--- config.mk ---
export PLATFORM = sky130hd
export DESIGN_NAME = keccak_absorb_ctrl
export DESIGN_NICKNAME = d
export VERILOG_FILES = /design/src/rtl/keccak_pkg.sv /design/src/rtl/load64.sv /design/src/rtl/keccak_absorb_ctrl.sv
export SDC_FILE = /design/constraint.sdc
export NUM_CORES = 1
export LEC_CHECK = 0
export ABC_AREA = 1
export CAP_MARGIN = 15
export CORE_UTILIZATION = 55
export DETAILED_ROUTE_END_ITERATION = 8
export PLACE_DENSITY = 0.86
export SYNTH_ARGS = -nofsm -noshare
export SYNTH_HDL_FRONTEND = slang
export SYNTH_SLANG_ARGS = --single-unit
--- constraint.sdc ---
create_clock -name i_clk -period 4 [get_ports i_clk]
set_input_delay 0.4 -clock i_clk [delete_from_list [all_inputs] [get_ports i_clk]]
set_output_delay 0.4 -clock i_clk [all_outputs]
set_load 0.03 [all_outputs]
--- src/rtl/keccak_pkg.sv ---
// Shared constants and FSM state type for the Keccak absorb path.
package keccak_pkg;

    typedef enum logic [2:0] {
        ST_IDLE = 3'd0,
        ST_ACC  = 3'd1,
        ST_WR   = 3'd2,
        ST_PERM = 3'd3,
        ST_PAD  = 3'd4,
        ST_DONE = 3'd5
    } state_e;

    // Rate in 64-bit lanes per variant.
    localparam int unsigned RATE_SHAKE128 = 21;
    localparam int unsigned RATE_SHA3_256 = 17;
    localparam int unsigned RATE_SHA3_512 = 9;

    // Domain-separation bytes and the final pad bit.
    localparam logic [7:0] DSEP_SHAKE = 8'h1F;
    localparam logic [7:0] DSEP_SHA3  = 8'h06;
    localparam logic [7:0] PAD_LAST   = 8'h80;

endpackage

--- src/rtl/load64.sv ---
// Byte-order converter: arrival-order buffer (first byte at [63:56]) to a
// little-endian lane (byte k at [8k+7:8k]).
module load64 (
    input  logic [63:0] lane_buf,
    output logic [63:0] lane
);

    // Reverse byte order across the word.
    for (genvar k = 0; k < 8; k++) begin : g_byte
        assign lane[8*k +: 8] = lane_buf[8*(7-k) +: 8];
    end

endmodule

--- src/rtl/keccak_absorb_ctrl.sv ---
// Absorb sequencer: packs message bytes into lanes, issues lane-XOR writes,
// requests a permutation per full rate block and applies final padding.
module keccak_absorb_ctrl
    import keccak_pkg::*;
#(
    parameter int unsigned BW_DATA    = 64,
    parameter int unsigned RATE_LANES = RATE_SHAKE128,
    parameter logic [7:0]  DSEP       = DSEP_SHAKE
) (
    input  logic               i_clk,
    input  logic               i_rstn,
    input  logic               i_init,
    input  logic               i_byte_valid,
    input  logic [7:0]         i_byte,
    input  logic               i_byte_last,
    output logic               o_byte_ready,
    output logic               o_lane_we,
    output logic [4:0]         o_lane_idx,
    output logic [BW_DATA-1:0] o_lane_data,
    output logic               o_perm_start,
    input  logic               i_perm_done,
    output logic               o_done
);

    localparam logic [4:0]         LAST_LANE = 5'(RATE_LANES - 1);
    localparam logic [BW_DATA-1:0] PAD_WORD  = {PAD_LAST, {(BW_DATA-8){1'b0}}};

    state_e               state_q, state_d;
    logic [2:0]           bpos_q, bpos_d;
    logic [4:0]           lidx_q, lidx_d;
    logic [BW_DATA-1:0]   lane_buf_q, lane_buf_d;
    logic                 last_q, last_d;
    logic                 pad2_q, pad2_d;
    logic [BW_DATA-1:0]   l64_in, l64_out;
    logic                 ready_d, we_d, perm_d, done_d;
    logic [4:0]           idx_d;
    logic [BW_DATA-1:0]   data_d;

    // Next-state and counter/buffer update.
    always_comb begin
        state_d    = state_q;
        bpos_d     = bpos_q;
        lidx_d     = lidx_q;
        lane_buf_d = lane_buf_q;
        last_d     = last_q;
        pad2_d     = pad2_q;
        if (i_init) begin
            state_d    = ST_ACC;
            bpos_d     = 3'd0;
            lidx_d     = 5'd0;
            lane_buf_d = '0;
            last_d     = 1'b0;
            pad2_d     = 1'b0;
        end else begin
            case (state_q)
                ST_ACC: begin
                    if (i_byte_valid && o_byte_ready) begin
                        lane_buf_d[{3'd7 - bpos_q, 3'd0} +: 8] = i_byte;
                        if (bpos_q == 3'd7) begin
                            state_d = ST_WR;
                            last_d  = i_byte_last;
                        end else begin
                            bpos_d = bpos_q + 3'd1;
                            if (i_byte_last) state_d = ST_PAD;
                        end
                    end
                end
                ST_WR: begin
                    bpos_d     = 3'd0;
                    lane_buf_d = '0;
                    if (lidx_q == LAST_LANE) begin
                        lidx_d  = 5'd0;
                        state_d = ST_PERM;
                    end else begin
                        lidx_d  = lidx_q + 5'd1;
                        state_d = last_q ? ST_PAD : ST_ACC;
                    end
                end
                ST_PERM: begin
                    if (i_perm_done) state_d = last_q ? ST_PAD : ST_ACC;
                end
                ST_PAD: begin
                    if (pad2_q || (lidx_q == LAST_LANE)) begin
                        state_d = ST_DONE;
                        pad2_d  = 1'b0;
                    end else begin
                        pad2_d = 1'b1;
                    end
                end
                ST_DONE: state_d = ST_IDLE;
                default: state_d = ST_IDLE;
            endcase
        end
    end

    // Lane converter input: buffered bytes, plus DSEP at the fill point when padding.
    always_comb begin
        l64_in = lane_buf_d;
        if (state_d == ST_PAD) l64_in[{3'd7 - bpos_d, 3'd0} +: 8] = DSEP;
    end

    load64 u_load64 (
        .lane_buf (l64_in),
        .lane     (l64_out)
    );

    // Output decode from the upcoming state so outputs line up with it once registered.
    always_comb begin
        ready_d = (state_d == ST_ACC);
        we_d    = (state_d == ST_WR) || (state_d == ST_PAD);
        perm_d  = (state_d == ST_WR) && (lidx_d == LAST_LANE);
        done_d  = (state_d == ST_DONE);
        idx_d   = 5'd0;
        data_d  = '0;
        if (state_d == ST_WR) begin
            idx_d  = lidx_d;
            data_d = l64_out;
        end else if (state_d == ST_PAD) begin
            if (pad2_d) begin
                idx_d  = LAST_LANE;
                data_d = PAD_WORD;
            end else begin
                idx_d  = lidx_d;
                data_d = (lidx_d == LAST_LANE) ? (l64_out ^ PAD_WORD) : l64_out;
            end
        end
    end

    // State, counters and registered outputs.
    always_ff @(posedge i_clk or negedge i_rstn) begin
        if (!i_rstn) begin
            state_q      <= ST_IDLE;
            bpos_q       <= 3'd0;
            lidx_q       <= 5'd0;
            lane_buf_q   <= '0;
            last_q       <= 1'b0;
            pad2_q       <= 1'b0;
            o_byte_ready <= 1'b0;
            o_lane_we    <= 1'b0;
            o_lane_idx   <= 5'd0;
            o_lane_data  <= '0;
            o_perm_start <= 1'b0;
            o_done       <= 1'b0;
        end else begin
            state_q      <= state_d;
            bpos_q       <= bpos_d;
            lidx_q       <= lidx_d;
            lane_buf_q   <= lane_buf_d;
            last_q       <= last_d;
            pad2_q       <= pad2_d;
            o_byte_ready <= ready_d;
            o_lane_we    <= we_d;
            o_lane_idx   <= idx_d;
            o_lane_data  <= data_d;
            o_perm_start <= perm_d;
            o_done       <= done_d;
        end
    end

endmodule
==> results.md, run 1 <==
* GRT overflow at 0
* First-pass GRT wire length at 30800 um
* Worst EP required at roughly 4.4 ns
* Max-slew violation count at 0
* Die area at 0.0126 mm2
* Final worst setup slack at 0.565 ns
* Status: finished, violations left
* CTS Sinks at 150
* # hold bufs at CTS at 0
* Reg power frac at 44.7%
* Pwr Total at roughly 3.5 mW
* Hpwl dp at 13900 um
* CTS tree: built
* Dpl ws at 0.604 ns
* Post-Syn Nets at between 700 and 800
* Buffer and inverter count on the worst path at 3
* Type of origin of the critical path: register
* Layout area overhead at 23.9%
* Final ANT Viol Nets at 0
* Number of nets in the layout at 870
* CP arrival at 3.78 ns
* DR DRC count at 6
* FMAX at slightly below 300 MHz
* CP Max Fanout at 10
* Leak Pwr at around 3.8 nW
* ANT cells at 0
* Die X at 112 um
* Comb power frac at 11.2%
* Max clock buf depth at 2
* CP cell instances: ha_1 -> ha_1 -> inv_1 -> ha_1 -> inv_1 -> nand2_1 -> nand3_1 -> nand2_1 -> nand2_1 -> inv_1 -> ha_1 -> ha_1 -> nand2_1 -> nor2_2 -> nor2_1 -> nor2_1
* Dominant synthesized flop cell: dfrtp_1
* Clock power frac at 44.1%
* Crit path largest cell delay at 0.55 ns
* Detailed router's first-iteration violation count at 564
* Most repeated library cell on the critical path: ha_1
* Root buf cell: clkbuf_16
* Resized cells post-CTS at 0
* Async SR Flop Fraction at 100%
* Vias in the first global route at slightly below 6000
* Net Sw Frac at 28.0%
* Clock Skews at 0.00654 ns
* Reg-to-reg startpoint: bpos_q[0]
* Hold crit path type: input port to asynchronous set/reset pin
* RSZ-0062 raised after global routing: false
* Crit-path leading delay family: adder cells
* Die Y at 112 um
* Max-Cap Viols at 0
* Rows at 39
* Drt wl/cell at 19.5 um
* Worst setup EP type: register
* DR vias at 5726
* Critical path class: register to register
* Num ports at between 80 and 90
* Cell variety after synth at 35
* Least-Margin Pin Slew at 0.909 ns
* Proportion of layout cells with a drive suffix above 1 at under 10%
* Register area share after synthesis at around 56%
* Avg Cell Area, Syn at 8.95 um2
* YS warnings at 0
* Final core occ at between 70 and 80%
* Total track usage at 32.9%
* Syn Inst Count at ~750
* Clk slew on worst S/H paths at 0.06 ns
* Post-synth EDFFs at 0
* Setup TNS at 0 ns
* Failing checks: design-rule violations
* Psw at approximately 0.97 mW
* Post-Route WL at 19500 um
* Final GP Congestion at 0.915
* Initial Util at 57.6%
* # Post-CTS Setup Buffers at 0
* H-tree levels at 4
* P_int at 2.51 mW
* Period utilization at 85.9%
* Min Tclk post-route at between 3 and 4 ns
* Core Footprint at 0.0116 mm2
* Worst setup path startpoint: bpos_q[0]
* Drt via density at between 5 and 6
* Worst VDD drop at 367 uV
* 1st-pass router iterations at 9
* Slew Limit Headroom at 38.8%
* Pwr dens at 420 mW/mm2
* CP max stage cell: dfrtp_1
* Total CTS buffers at 17
* Largest net degree at the start of global routing at 90
* Flop and latch count out of synthesis at 150
* Initial antenna violation count at 0
* # fillers at around 870
* Setup Viol. Count Final at 0
* Netlist Area Pre-Place at 0.00669 mm2
* Clk_lat worst skew at 0.43 ns
* Final Hold Vio Count at 0
* I/O Buffers at 86
==> cells in the mapped netlist, drive strengths merged (3+ instances only) <==
| cell | n | area (um2) |
|---|---|---|
| a21oi | 66 | 334 |
| buf | 14 | 83.8 |
| clkbuf | 9 | 33.8 |
| dfrtp | 150 | 3750 |
| ha | 12 | 150 |
| inv | 67 | 251 |
| nand2 | 99 | 413 |
| nand3 | 85 | 443 |
| nand4 | 10 | 62.6 |
| nor2 | 158 | 703 |
| nor3 | 21 | 110 |
| nor3b | 14 | 105 |
| o211ai | 3 | 22.5 |
| o21ai | 26 | 130 |
| or2 | 3 | 18.8 |
==> cell type report <==
cell class	count	area (um2)	area share (%)
repair buffers	100	967	11.7
flip-flops and latches	150	3750	45.3
clock inverters	15	143	1.72
multi-input cells	506	2560	30.9
well taps	143	179	2.16
inverters	69	259	3.12
clock buffers	17	425	5.13
==> kinds of logic (layout without fill, tap and decap cells) <==
kind of cell,Yosys count,in the layout,synth area share [%]
compound gates,99,99,7.74
xor+xnor,2,2,0.262
fa+ha+maj,12,12,2.24
simple gates,393,393,28.0
flops,150,150,56.1
buf+inv,92,201,5.63
==> registers in the layout, summed over array words and instances (netlist names) <==
| name | cells |
|---|---|
| bpos_q | 3 |
| lane_buf_q | 64 |
| last_q | 1 |
| lidx_q | 5 |
| o_byte_ready | 1 |
| o_done | 1 |
| o_lane_data | 64 |
| o_lane_idx | 5 |
| o_lane_we | 1 |
| o_perm_start | 1 |
| pad2_q | 1 |
| state_q | 3 |
==> stage by stage <==
stage	hold slack (ns)	cell area, um2	cells
2_1_floorplan	0.104	6690	748
3_3_place_gp	0.494	7720	968
3_5_place_dp	0.506	7720	968
4_1_cts	0.0550	8290	1000
5_1_grt	0.0903	8290	1000
6_report	0.0275	8290	1000
==> worst reg2reg max path, stage by stage (launching register included) <==
cell and delay (ns):
dfrtp_1 0.55, ha_1 0.26, ha_1 0.31, inv_1 0.10
ha_1 0.28, inv_1 0.05, nand2_1 0.04, nand3_1 0.08
nand2_1 0.07, nand2_1 0.12, inv_1 0.10, ha_1 0.19
ha_1 0.37, nand2_1 0.20, nor2_2 0.38, nor2_1 0.12
nor2_1 0.14
==> routing by layer <==
metal	up-vias	global-route usage, %	part of all wire [%]	wire length [um]
li1	2636	-	-	-
met1	2820	41.8	42	8160
met2	232	55.9	50	9690
met3	38	7.18	6.1	1190
met4	0	12.1	2.2	425
met5	-	0	0	0
==> layout by cell type (no fill, tap or decap), types with 2 or more instances in the layout <==
master	n
dfrtp_1	150
nor2_1	138
nand2_1	92
clkdlybuf4s50_1	85
nand3_1	83
a21oi_1	65
inv_1	63
o21ai_0	26
nor3_1	20
clkbuf_16	17
nor3b_1	14
buf_4	14
nor2_4	12
ha_1	12
nand4_1	10
nor2_2	8
inv_6	5
inv_2	4
nand2_2	4
or2_2	3
o211ai_1	3
clkinv_2	3
clkinvlp_4	3
clkinv_1	2
xor2_1	2
a211oi_1	2
nand2_4	2
nand3b_1	2
inv_8	2
==> path summary, 6_finish.rpt <==
kind	to	slack, ns	depth (start not counted)
worst max-delay path	o_lane_data[43]	0.57	16
worst min-delay path	o_lane_we	0.03	1
worst max register to register	o_lane_data[43]	0.57	16
worst min register to register	lane_buf_q[26]	0.51	2
max in group asynchronous	lane_buf_q[3]	3.01	2
min in group i_clk	lane_buf_q[26]	0.51	2
==> power groups by stage <==
stage	Combinational, mW	Sequential (mW)	Clock (mW)
global route	0.426	1.56	1.60
CTS	0.385	1.56	1.55
finish	0.388	1.56	1.54
floorplan	0.218	1.58	0
detailed placement	0.382	1.58	0
global placement	0.383	1.58	0
(Power assumes the default switching activity.)
==> run 2, diff against run 1 <==
SKIP_CTS_REPAIR_TIMING = 1   (was not set)
==> results of run 2 <==
No change in the layout: final DEF, timing and power equal those of run 1.
==> run 3, diff against run 2 <==
SETUP_SLACK_MARGIN = 0.3   (was not set)
==> run 3 against run 2 <==
- the flow still finishes with violations (design-rule violations)
- non-clock buffer count increased by 1
- count of clock-buffer cells in the layout unchanged
- clock skew increased by 0.0034 ns
- combinational power about the same
- maximum frequency increased by 2.5%
- highest routed layer unchanged
==> results.md, run 3 (synthesis results as in run 1) <==
* Period utilization at 83.8%
* Clock Skews at 0.00993 ns
* Reg power frac at 44.7%
* Reg-to-reg startpoint: bpos_q[0]
* Die X at 112 um
* Worst setup path startpoint: bpos_q[0]
* Number of nets in the layout at 871
* CTS Sinks at 150
* Failing checks: design-rule violations
* I/O Buffers at 86
* Min Tclk post-route at between 3 and 4 ns
* Vias in the first global route at between 5000 and 6000
* Initial Util at slightly below 60%
* Max-slew violation count at 0
* # fillers at 874
* Hold crit path type: input port to asynchronous set/reset pin
* Layout area overhead at 24.0%
* Largest net degree at the start of global routing at 90
* Leak Pwr at between 3 and 4 nW
* RSZ-0062 raised after global routing: false
* Total track usage at 32.9%
* Root buf cell: clkbuf_16
* Worst setup EP type: register
* CP arrival at 3.70 ns
* Die area at 0.0126 mm2
* R2r endpoint: o_lane_data[43]
* Type of origin of the critical path: register
* CP Capture Point: o_lane_data[43]
* Proportion of layout cells with a drive suffix above 1 at 10.1%
* Comb power frac at between 10% and 20%
* Final worst setup slack at approximately 0.65 ns
* Die Y at 112 um
* 1st-pass router iterations at 9
* Least-Margin Pin Slew at 0.902 ns
* Initial antenna violation count at 0
* Status: finished, violations left
* Setup Viol. Count Final at 0
* Drt wl/cell at 19.4 um
* CP Max Fanout at 10
* Worst VDD drop at 367 uV
* Max-Cap Viols at 0
* Slew Limit Headroom at 39.3%
* First-pass GRT wire length at a little over 30000 um
* Final Hold Vio Count at 0
* Clk_lat worst skew at approximately 0.43 ns
* Reg2reg setup slack at 0.65 ns
* Worst EP required at 4.35 ns
* Hpwl dp at between 10000 and 15000 um
* DR vias at 5701
* Pwr dens at 420 mW/mm2
* Final ANT Viol Nets at 0
* Detailed router's first-iteration violation count at 585
* FMAX at about 300 MHz
* Num ports at 87
* Pwr Total at between 3 and 4 mW
* Final GP Congestion at 0.915
* ANT cells at 0
* P_int at about 2.5 mW
* Critical path class: register to register
* Reg2Reg Depth at 16
* Top flop regs: lane_buf_q x64, o_lane_data x64
* Max clock buf depth at 2
* Core Footprint at 0.0116 mm2
* Most common cell after layout, fill and taps aside: dfrtp_1
* CTS tree: built
* GRT overflow at 0
* Setup TNS at 0 ns
* Most frequent cells in the layout: dfrtp_1 (149), nor2_1 (138), nand2_1 (92)
* Psw at roughly 0.98 mW
* Rows at 39
* H-tree levels at 4
* Clk slew on worst S/H paths at 0.06 ns
* Clock power frac at 44.2%
* DR DRC count at 6
* Total CTS buffers at 17
* Drt via density at ~5.7
* Dpl ws at just over 0.6 ns
* Post-Route WL at between 15000 and 20000 um
* Net Sw Frac at 28.0%
## run 3: cell types whose count changed in the layout (fill, tap and decap cells not counted), sizes merged
cell  before  now
buf       15   16
## run 3: critical path: stages (launching register included)
cell     delay, ns
dfrtp_2       0.47
ha_1          0.24
ha_1          0.32
inv_1         0.10
ha_1          0.28
inv_1         0.05
nand2_1       0.05
nand3_1       0.08
nand2_1       0.06
nand2_1       0.12
inv_1         0.10
ha_1          0.19
ha_1          0.37
nand2_1       0.20
nor2_2        0.38
nor2_1        0.12
nor2_1        0.13
## run 3: layout make-up
class	count	area, um2	share of cell area, %
clock buffer	17	425	5.13
sequential	150	3750	45.3
multi-input combinational	506	2560	30.9
timing repair buffer	101	975	11.7
inverter	69	259	3.12
tap	143	179	2.16
clock inverter	15	143	1.72
## run 3: stage by stage
step	util, %	hold slack, ns	cells	cell area [um2]
final	71.5	0.0297	1001	8300
after floorplan	-	0.104	748	6690
after global placement	66.5	0.494	968	7720
after CTS	71.4	0.0550	1000	8290
after detailed placement	66.5	0.506	968	7720
after global routing	71.5	0.0902	1001	8300
## run 3: metal layers
layer | global-route usage (%) | vias up | part of all wire, %
met5 | 0 | - | 0
met4 | 12.1 | 0 | 1.9
met3 | 7.18 | 33 | 6.4
met2 | 55.9 | 234 | 50
met1 | 41.8 | 2798 | 42
li1 | - | 2636 | -
## run 3: how the worst min path moves through the flow
| stage | start | endpoint | slack (ns) | cells past startpoint |
|---|---|---|---|---|
| after global placement | i_rstn | o_lane_data[6] | 0.49 | 1 |
| after global routing | i_rstn | lane_buf_q[61] | 0.09 | 1 |
| after floorplan | i_rstn | bpos_q[0] | 0.10 | 0 |
| final | i_rstn | o_lane_we | 0.03 | 1 |
| after detailed placement | i_rstn | o_lane_we | 0.51 | 1 |
| after CTS | i_rstn | o_lane_data[6] | 0.06 | 1 |
## run 3: power by group through the flow
stage | Clock, mW | Combinational [mW] | Sequential (mW)
detailed placement | 0 | 0.382 | 1.58
global placement | 0 | 0.383 | 1.58
global route | 1.60 | 0.426 | 1.56
floorplan | 0 | 0.218 | 1.58
CTS | 1.55 | 0.385 | 1.56
finish | 1.54 | 0.388 | 1.56
